==> config.mk <==
export PLATFORM = sky130hd
export DESIGN_NAME = gun_hit_ctrl
export DESIGN_NICKNAME = d
export VERILOG_FILES = /design/src/rtl/gun_hit_ctrl.sv
export SDC_FILE = /design/constraint.sdc
export NUM_CORES = 1
export LEC_CHECK = 0
export BUFFER_PORTS_ARGS = -buffer_cell sky130_fd_sc_hd__buf_2
export CAP_MARGIN = 10
export CORE_MARGIN = 4
export CORE_UTILIZATION = 25
export CTS_CLUSTER_DIAMETER = 30
export DETAILED_ROUTE_END_ITERATION = 16
export MAX_ROUTING_LAYER = met4
export SETUP_SLACK_MARGIN = 0.2
export SYNTH_ARGS = -nofsm -noshare
export SYNTH_HDL_FRONTEND = slang
export SYNTH_SLANG_ARGS = --single-unit
==> constraint.sdc <==
create_clock -name clk -period 5.39 [get_ports clk]
set_clock_uncertainty 0.2 [all_clocks]
set_input_delay 0.8085 -clock clk [delete_from_list [all_inputs] [get_ports clk]]
set_output_delay 0.8085 -clock clk [all_outputs]
set_load 0.01 [all_outputs]
==> src/rtl/gun_hit_ctrl.sv <==
// Light-gun shot sequencer: synchronises trigger/photodiode, shows the target
// overlay for FLASH_FRAMES active frames, counts lit photodiode samples in the
// active area and reports a one-cycle hit or miss verdict, then holds off
// further shots for COOLDOWN_FRAMES frames.
//
// state    | meaning
// ---------+----------------------------------------------------------
// IDLE     | waiting for a trigger press
// ARM      | trigger seen, waiting for start of blanking
// FLASH    | overlay shown, counting lit samples in active video
// EVAL     | verdict cycle (hit or miss pulse visible)
// COOLDOWN | triggers ignored until COOLDOWN_FRAMES frame edges pass
module gun_hit_ctrl #(
  parameter int unsigned FLASH_FRAMES    = 1,
  parameter int unsigned HIT_THRESHOLD   = 64,
  parameter int unsigned COOLDOWN_FRAMES = 8
) (
  input  logic clk,
  input  logic rst,
  input  logic vblnk,
  input  logic trigger,
  input  logic photodiode,
  input  logic calibration,
  output logic overlay_en,
  output logic hit,
  output logic miss,
  output logic busy
);

  localparam int unsigned FC_MAX = (FLASH_FRAMES > COOLDOWN_FRAMES) ? FLASH_FRAMES : COOLDOWN_FRAMES;
  localparam int FCW = (FC_MAX > 1) ? $clog2(FC_MAX) : 1;
  localparam logic [FCW-1:0] FLASH_LAST = FCW'(FLASH_FRAMES - 1);
  localparam logic [FCW-1:0] COOL_LAST  = FCW'(COOLDOWN_FRAMES - 1);
  localparam logic [19:0]    THRESH     = 20'(HIT_THRESHOLD);
  localparam logic [19:0]    LIGHT_MAX  = '1;

  typedef enum logic [2:0] {
    S_IDLE,
    S_ARM,
    S_FLASH,
    S_EVAL,
    S_COOLDOWN
  } state_t;

  state_t         state;
  state_t         state_nxt;
  logic [FCW-1:0] frame_cnt;
  logic [19:0]    light_cnt;

  logic trig_m, trig_s, trig_q;
  logic photo_m, photo_s;
  logic vblnk_q;
  logic trig_rise;
  logic vb_rise;

  // Two-flop synchronisers for the gun inputs plus edge-detect delay flops.
  always_ff @(posedge clk) begin
    if (rst) begin
      trig_m  <= 1'b0;
      trig_s  <= 1'b0;
      trig_q  <= 1'b0;
      photo_m <= 1'b0;
      photo_s <= 1'b0;
      vblnk_q <= 1'b0;
    end else begin
      trig_m  <= trigger;
      trig_s  <= trig_m;
      trig_q  <= trig_s;
      photo_m <= photodiode;
      photo_s <= photo_m;
      vblnk_q <= vblnk;
    end
  end

  assign trig_rise = trig_s & ~trig_q;
  assign vb_rise   = vblnk & ~vblnk_q;

  // Next-state decode; calibration overrides everything and parks in IDLE.
  always_comb begin
    state_nxt = state;
    if (calibration) begin
      state_nxt = S_IDLE;
    end else begin
      case (state)
        S_IDLE:     if (trig_rise) state_nxt = S_ARM;
        S_ARM:      if (vb_rise) state_nxt = S_FLASH;
        S_FLASH:    if (vb_rise && frame_cnt == FLASH_LAST) state_nxt = S_EVAL;
        S_EVAL:     state_nxt = S_COOLDOWN;
        S_COOLDOWN: if (vb_rise && frame_cnt == COOL_LAST) state_nxt = S_IDLE;
        default:    state_nxt = S_IDLE;
      endcase
    end
  end

  // State register, frame/light counters and registered outputs; the verdict
  // is registered on the final frame edge so it is visible during EVAL.
  always_ff @(posedge clk) begin
    if (rst) begin
      state      <= S_IDLE;
      frame_cnt  <= '0;
      light_cnt  <= '0;
      overlay_en <= 1'b0;
      hit        <= 1'b0;
      miss       <= 1'b0;
      busy       <= 1'b0;
    end else begin
      state      <= state_nxt;
      overlay_en <= (state_nxt == S_FLASH) | calibration;
      busy       <= (state_nxt != S_IDLE);
      hit        <= 1'b0;
      miss       <= 1'b0;
      if (calibration) begin
        frame_cnt <= '0;
        light_cnt <= '0;
      end else begin
        case (state)
          S_ARM: begin
            if (vb_rise) begin
              frame_cnt <= '0;
              light_cnt <= '0;
            end
          end
          S_FLASH: begin
            if (photo_s && !vblnk && light_cnt != LIGHT_MAX) light_cnt <= light_cnt + 20'd1;
            if (vb_rise) begin
              if (frame_cnt == FLASH_LAST) begin
                hit  <= (light_cnt >= THRESH);
                miss <= (light_cnt < THRESH);
              end else begin
                frame_cnt <= frame_cnt + FCW'(1);
              end
            end
          end
          S_EVAL: frame_cnt <= '0;
          S_COOLDOWN: begin
            if (vb_rise) begin
              if (frame_cnt == COOL_LAST) frame_cnt <= '0;
              else frame_cnt <= frame_cnt + FCW'(1);
            end
          end
          default: ;
        endcase
      end
    end
  end

endmodule

==> flow_metrics.py, run 1 <==
metrics = {
    "clock_tree": {
        "cts_tree": "done",
        "cts_buffer_depth": 2,
        "clk_pin_slew_ns": 0.08,
        "cts_root_buffer": "clkbuf_8",
        "worstSkewPairLatency_ns": 0.29,
        "cts_made_buffers": 5,
        "clock-sinks": 36,
        "cts_setup_buffers": 0,
        "hold_buffers": 0,
        "cts-htree-levels": 2,
        "cts_resized": 0,
    },
    "timing": {
        "fmax_mhz": 384,
        "rsz0062_at_grt": "false",
        "slew_violations": 0,
        "finalSetupViolations": 0,
        "max_slew_margin": 0.281,
        "whs_ns": 0.239,
        "post-route-min-period_ns": 2.61,
        "tns_ns": 0,
        "finalHoldViolCount": 0,
        "tightest_slew_ns": 1.07,
        "min_period_over_period": 0.483,
    },
    "power_and_ir_drop": {
        "ir_worst_vdd_mv": 0.106,
        "internal-power_uw": 412,
        "power.density_nw_per_um2": 241,
        "swShare": 0.223,
        "pwr-share-seq": 0.509,
        "p_leak_nw": 0.773,
        "p_switching_uw": 118,
        "fin_total_pwr_uw": 531,
        "p_comb_frac": 0.036,
        "clockPowerShare": 0.455,
    },
    "floorplanning": {
        "core_sq_um": 7730,
        "ioPinCount": 10,
        "fp-row-count": 32,
        "start_util": 0.257,
        "die_x_um": 97.1,
        "fp.dieH_um": 97.1,
        "die_area_sq_um": 9430,
    },
    "setup_path": {
        "timing.critical_path.from_type": "register",
        "slowest_delay_ns": 0.96,
        "r2r_slack_ns": 2.78,
        "crit_path_top_delay_cell": "nor4_1",
        "reg2reg_from": "light_cnt[0]",
        "regToRegEndpoint": "light_cnt[18]",
        "path_cells": "ha_1 > nand4_1 > nor4_1 > nand4_1 > a21oi_1 > o22ai_1",
        "cp-startpoint": "light_cnt[0]",
        "endpoint": "light_cnt[18]",
        "worstRegToRegCells": 6,
        "crit_top_cell": "nand4_1",
        "critPathKind": "register to register",
        "path_max_fanout": 8,
        "endpoint_kind": "register",
        "worstPathArrival_ns": 2.58,
        "crit_required_ns": 5.36,
    },
    "synthesis": {
        "yosys_warnings": 0,
        "post-synth-top-area-cell": "dfxtp_1",
        "yosysSeqAreaShare": 0.363,
        "ys_ff_latch": 36,
        "yosys.cell_types.count": 57,
        "postSynthAreaPerCell_sq_um": 8.37,
        "synth_edf_count": 0,
        "syn-instance-count": 237,
        "synth_flop_cell": "dfxtp_1",
        "synth.top_cell.area_share": 0.363,
        "syn-num-nets": 248,
        "ys_async_sr_fraction": 0,
        "synth_area_sq_um": 1980,
        "synth_area_leaders": "dfxtp_1 (36%), a21oi_1 (4.0%), nand2_1 (3.8%)",
    },
    "layout": {
        "drive_gt1_frac": 0.124,
        "antenna_cells": 0,
        "fin_nets": 252,
        "areaGrowthSynthToFinish_pct": 10.9,
        "final_cell_count_no_fill": 344,
    },
    "job": {
        "cap_violations": 0,
    },
    "place": {
        "portBuffers": 9,
        "dpl.hpwl_um": 3300,
        "place_inst": 336,
        "routabilityCongestion": 0.857,
    },
    "detailed_routing": {
        "vias": 1729,
        "drc": 0,
        "postRouteAntennaNets": 0,
        "routed_wl_um": 4490,
        "routed_via_density": 5.03,
        "dr.pass1.iters": 4,
        "post_drt_wl_per_cell_um": 13.1,
        "drtIter0Drc": 96,
    },
    "global_route": {
        "antenna_found_initial": 0,
        "track_usage": 0.101,
        "grt_overflow": 0,
        "grt_pass1_vias": 1662,
        "grt_pass1_wl_um": 7850,
        "grt_max_degree": 15,
    },
    "hold_path": {
        "hold_class": "register to register",
    },
    "status": {
        "outcome": "finished, final reports clean",
    },
}
-- final cells by class --
type / count / area (sq um)
fill: 822 / 5530
multi-input combinational: 180 / 1160
sequential: 36 / 721
tap: 102 / 128
clock buffer: 5 / 68.8
timing repair buffer: 9 / 45.0
clock inverter: 3 / 42.5
inverter: 9 / 33.8
-- routing by layer --
metal	global-route usage	up-vias	part of all wire	wire, um
met2	0.165	17	0.48	2180
met5	-	-	0	0
met4	0.0292	0	0.0091	41
met3	0.0215	4	0.022	98
met1	0.126	814	0.48	2180
li1	-	894	-	-
-- cells in the mapped netlist, types with 2 or more instances --
cell type	n
o21ai_0	13
ha_1	5
inv_1	9
or2_2	2
mux2i_1	4
a31oi_1	5
buf_2	2
o2111ai_1	2
o211ai_1	4
nand4_1	6
nor3_1	3
buf_4	2
dfxtp_1	36
o41ai_1	2
nor4_1	8
or3b_2	2
a21oi_1	16
and3_1	3
nor2_1	20
nor2b_1	8
nand2_1	20
a211o_1	2
nand3_1	15
a21o_1	2
o22ai_1	2
clkbuf_1	5
nand2b_1	7
a22oi_1	2
o211a_1	2
-- cells in the final DEF, fill, tap and decap left out, drive strengths merged, types with 3 or more instances in the layout --
cell    netlist  routed
nand2        20      20
nor4          9       9
nand2b        7       7
clkbuf        7       5
and3          3       3
a31oi         5       5
buf           5       9
nand4         7       7
o211ai        4       4
mux2i         4       4
nor2         20      20
dfxtp        36      36
o21ai        13      13
ha            5       5
a211o         3       3
nor2b         8       8
nand3        15      15
o211a         3       3
nor3          3       3
a21oi        16      16
inv           9       9
-- per-stage QoR --
step / util / cell area (sq um) / setup WS [ns]
6_report: 0.285 / 2200 / 2.78
5_1_grt: 0.285 / 2200 / 2.47
4_1_cts: 0.285 / 2200 / 2.77
3_5_place_dp: 0.270 / 2090 / 2.53
3_3_place_gp: 0.270 / 2090 / 2.58
2_1_floorplan: - / 1980 / 2.99
-- kinds of logic (layout without fill, tap and decap cells) --
group	count (synthesis)	in the layout	share of synthesized area
buf+inv	21	26	0.0511
xor+xnor	2	2	0.00883
flops	36	36	0.363
mux	5	5	0.0259
compound gates	65	65	0.226
fa+ha+maj	5	5	0.0315
simple gates	103	103	0.294
-- worst min path at each step --
stage            start      end  slack (ns)  cells after the start
2_1_floorplan  photo_m  photo_s        0.21                      1
3_3_place_gp   photo_m  photo_s        0.22                      1
3_5_place_dp   photo_m  photo_s        0.22                      1
4_1_cts        photo_m  photo_s        0.24                      1
5_1_grt        photo_m  photo_s        0.26                      1
6_report       photo_m  photo_s        0.24                      1
-- worst max-delay path, delay by kind of cell, from the launching register on --
kind / cells / cell delay, ns
AOI/OAI and AO/OA: 2 / 0.29
and+or+nand+nor: 3 / 1.39
adders and majority gates: 1 / 0.21
DFF: 1 / 0.40
-- power groups by stage --
stage / Sequential [mW] / Combinational (mW) / Clock, mW
finish: 0.270 / 0.0192 / 0.241
global route: 0.270 / 0.0214 / 0.261
CTS: 0.270 / 0.0192 / 0.247
detailed placement: 0.276 / 0.0191 / 0
global placement: 0.276 / 0.0190 / 0
floorplan: 0.276 / 0.0134 / 0
-- state kept, by name, indices dropped and copies added (netlist names) --
name / flops
photo_s: 1
photo_m: 1
trig_m: 1
trig_q: 1
state: 3
vblnk_q: 1
miss: 1
light_cnt: 20
overlay_en: 1
busy: 1
hit: 1
trig_s: 1
frame_cnt: 3
Power figures use the tool's default switching activity.
==> run 2: changes to the inputs <==
clock period = 2.5 ns   (was 5.39 ns; I/O delays follow)
==> run 2 against run 1 <==
Cell area rose by 5.7%. Die area is the same. Register-to-register slack lost 2.4 ns. Largest cell class unchanged.
==> flow_metrics.py, run 2 (synthesis results as in run 1) <==
metrics = {
    "layout": {
        "antenna_cells": 0,
        "n_fill_cell": 820,
        "mostFrequentLayoutCells": "dfxtp_1 (30), nor2_1 (20), nand2_1 (20)",
        "final_common_cell": "dfxtp_1",
        "areaGrowthSynthToFinish_pct": 17.2,
        "reg.largest.list": "light_cnt x20, frame_cnt x3, state x3",
        "largest_register": "light_cnt",
        "largest_reg_flops": 20,
        "drive_gt1_frac": 0.202,
        "fin_nets": 268,
        "fin_area_sq_um": 2330,
    },
    "setup_path": {
        "cp_num_buf_inv": 0,
        "crit_required_ns": 2.53,
        "crit_path_top_delay_cell": "nor4_4",
        "crit_top_cell": "nand3_1",
        "slowest_delay_ns": 0.45,
        "endpoint_kind": "register",
        "path_max_fanout": 5,
        "timing.critical_path.from_type": "register",
        "path_cells": "nand3_1 > nor4_4 > o2111ai_1 > or4_1 > nand3_1",
        "worstPathArrival_ns": 2.18,
        "cp_top_family": "simple AND/OR/NAND/NOR gates",
        "critPathKind": "register to register",
    },
    "place": {
        "dpl.hpwl_um": 3520,
        "place_ws_ns": 0.216,
        "dpl_cell_area_sq_um": 2180,
        "portBuffers": 9,
        "routabilityCongestion": 0.855,
    },
    "detailed_routing": {
        "drtIter0Drc": 78,
        "postRouteAntennaNets": 0,
        "post_drt_wl_per_cell_um": 13.4,
        "drc": 0,
        "routed_via_density": 5.07,
        "dr.pass1.iters": 4,
        "routed_wl_um": 4830,
        "vias": 1826,
    },
    "floorplanning": {
        "core_sq_um": 7730,
        "die_x_um": 97.1,
        "die_area_sq_um": 9430,
        "start_util": 0.257,
        "ioPinCount": 10,
        "fp-row-count": 32,
        "fp.dieH_um": 97.1,
    },
    "clock_tree": {
        "cts_buffer_depth": 2,
        "clk_pin_slew_ns": 0.08,
        "worstSkewPairLatency_ns": 0.29,
        "hold_buffers": 0,
        "cts_root_buffer": "clkbuf_8",
        "cts-htree-levels": 2,
        "cts_tree": "done",
        "cts_made_buffers": 5,
        "clock-sinks": 36,
    },
    "timing": {
        "tns_ns": 0,
        "min_period_over_period": 0.862,
        "finalSetupViolations": 0,
        "fmax_mhz": 464,
        "tightest_slew_ns": 0.595,
        "slew_violations": 0,
        "finalHoldViolCount": 0,
        "whs_ns": 0.0973,
        "setup_ws_ns": 0.346,
        "post-route-min-period_ns": 2.15,
        "rsz0062_at_grt": "false",
        "max_slew_margin": 0.593,
    },
    "hold_path": {
        "hold_class": "input pin to register",
    },
    "global_route": {
        "grt_overflow": 0,
        "track_usage": 0.106,
        "grt_pass1_vias": 1693,
        "antenna_found_initial": 0,
        "grt_max_degree": 15,
        "grt_pass1_wl_um": 8110,
    },
    "power_and_ir_drop": {
        "p_leak_nw": 0.853,
        "power.density_nw_per_um2": 495,
        "ir_worst_vdd_mv": 0.267,
    },
    "job": {
        "cap_violations": 0,
    },
    "status": {
        "outcome": "finished, final reports clean",
    },
}
run 2: where the power goes:
part / switching (mW) / internal [mW]
combinational: 0.0292 / 0.0187
sequential: 0.00303 / 0.579
clock: 0.226 / 0.295
total: 0.258 / 0.893
run 2: path summary, 6_finish.rpt:
path	from	endpoint	cells past startpoint	slack (ns)
setup / recovery	light_cnt[7]	light_cnt[19]	5	0.35
hold / removal	trigger	trig_m	2	0.1
setup reg to reg	light_cnt[7]	light_cnt[19]	5	0.35
hold reg to reg	photo_m	photo_s	1	0.24
run 2: cell type report:
| cell class | count | area (sq um) | area share |
|---|---|---|---|
| timing repair buffer | 25 | 163 | 0.0699 |
| clock buffer | 5 | 68.8 | 0.0296 |
| inverter | 9 | 33.8 | 0.0145 |
| multi-input combinational | 180 | 1160 | 0.500 |
| sequential | 36 | 728 | 0.313 |
| clock inverter | 3 | 42.5 | 0.0183 |
| tap | 102 | 128 | 0.0549 |
run 2: worst register-to-register path, stage by stage (launching register included):
cell and delay [ns]:
dfxtp_1 0.42, nand3_1 0.24, nor4_4 0.45, o2111ai_1 0.27, or4_1 0.44, nand3_1 0.09
run 2: metal layers:
metal,track usage,up-vias,part of all wire
met5,-,-,0
met2,0.170,26,0.48
li1,-,925,-
met3,0.0215,8,0.027
met4,0.0378,0,0.015
met1,0.132,867,0.48
run 2: per-stage QoR:
step                       util  total power, mW  instances
after CTS                 0.297             1.17        356
after global placement    0.282            0.642        348
after detailed placement  0.282            0.643        348
final                     0.301             1.15        360
after global routing      0.301             1.19        360
after floorplan               -            0.624        237
run 2: timing repair:
item                                    in CTS  in global routing
endpoints found under the setup margin       1                 10
hold endpoints to repair                     0                  0
resized for setup                            1                  5
pin swaps                                    0                  3
buffers inserted                             0                  4
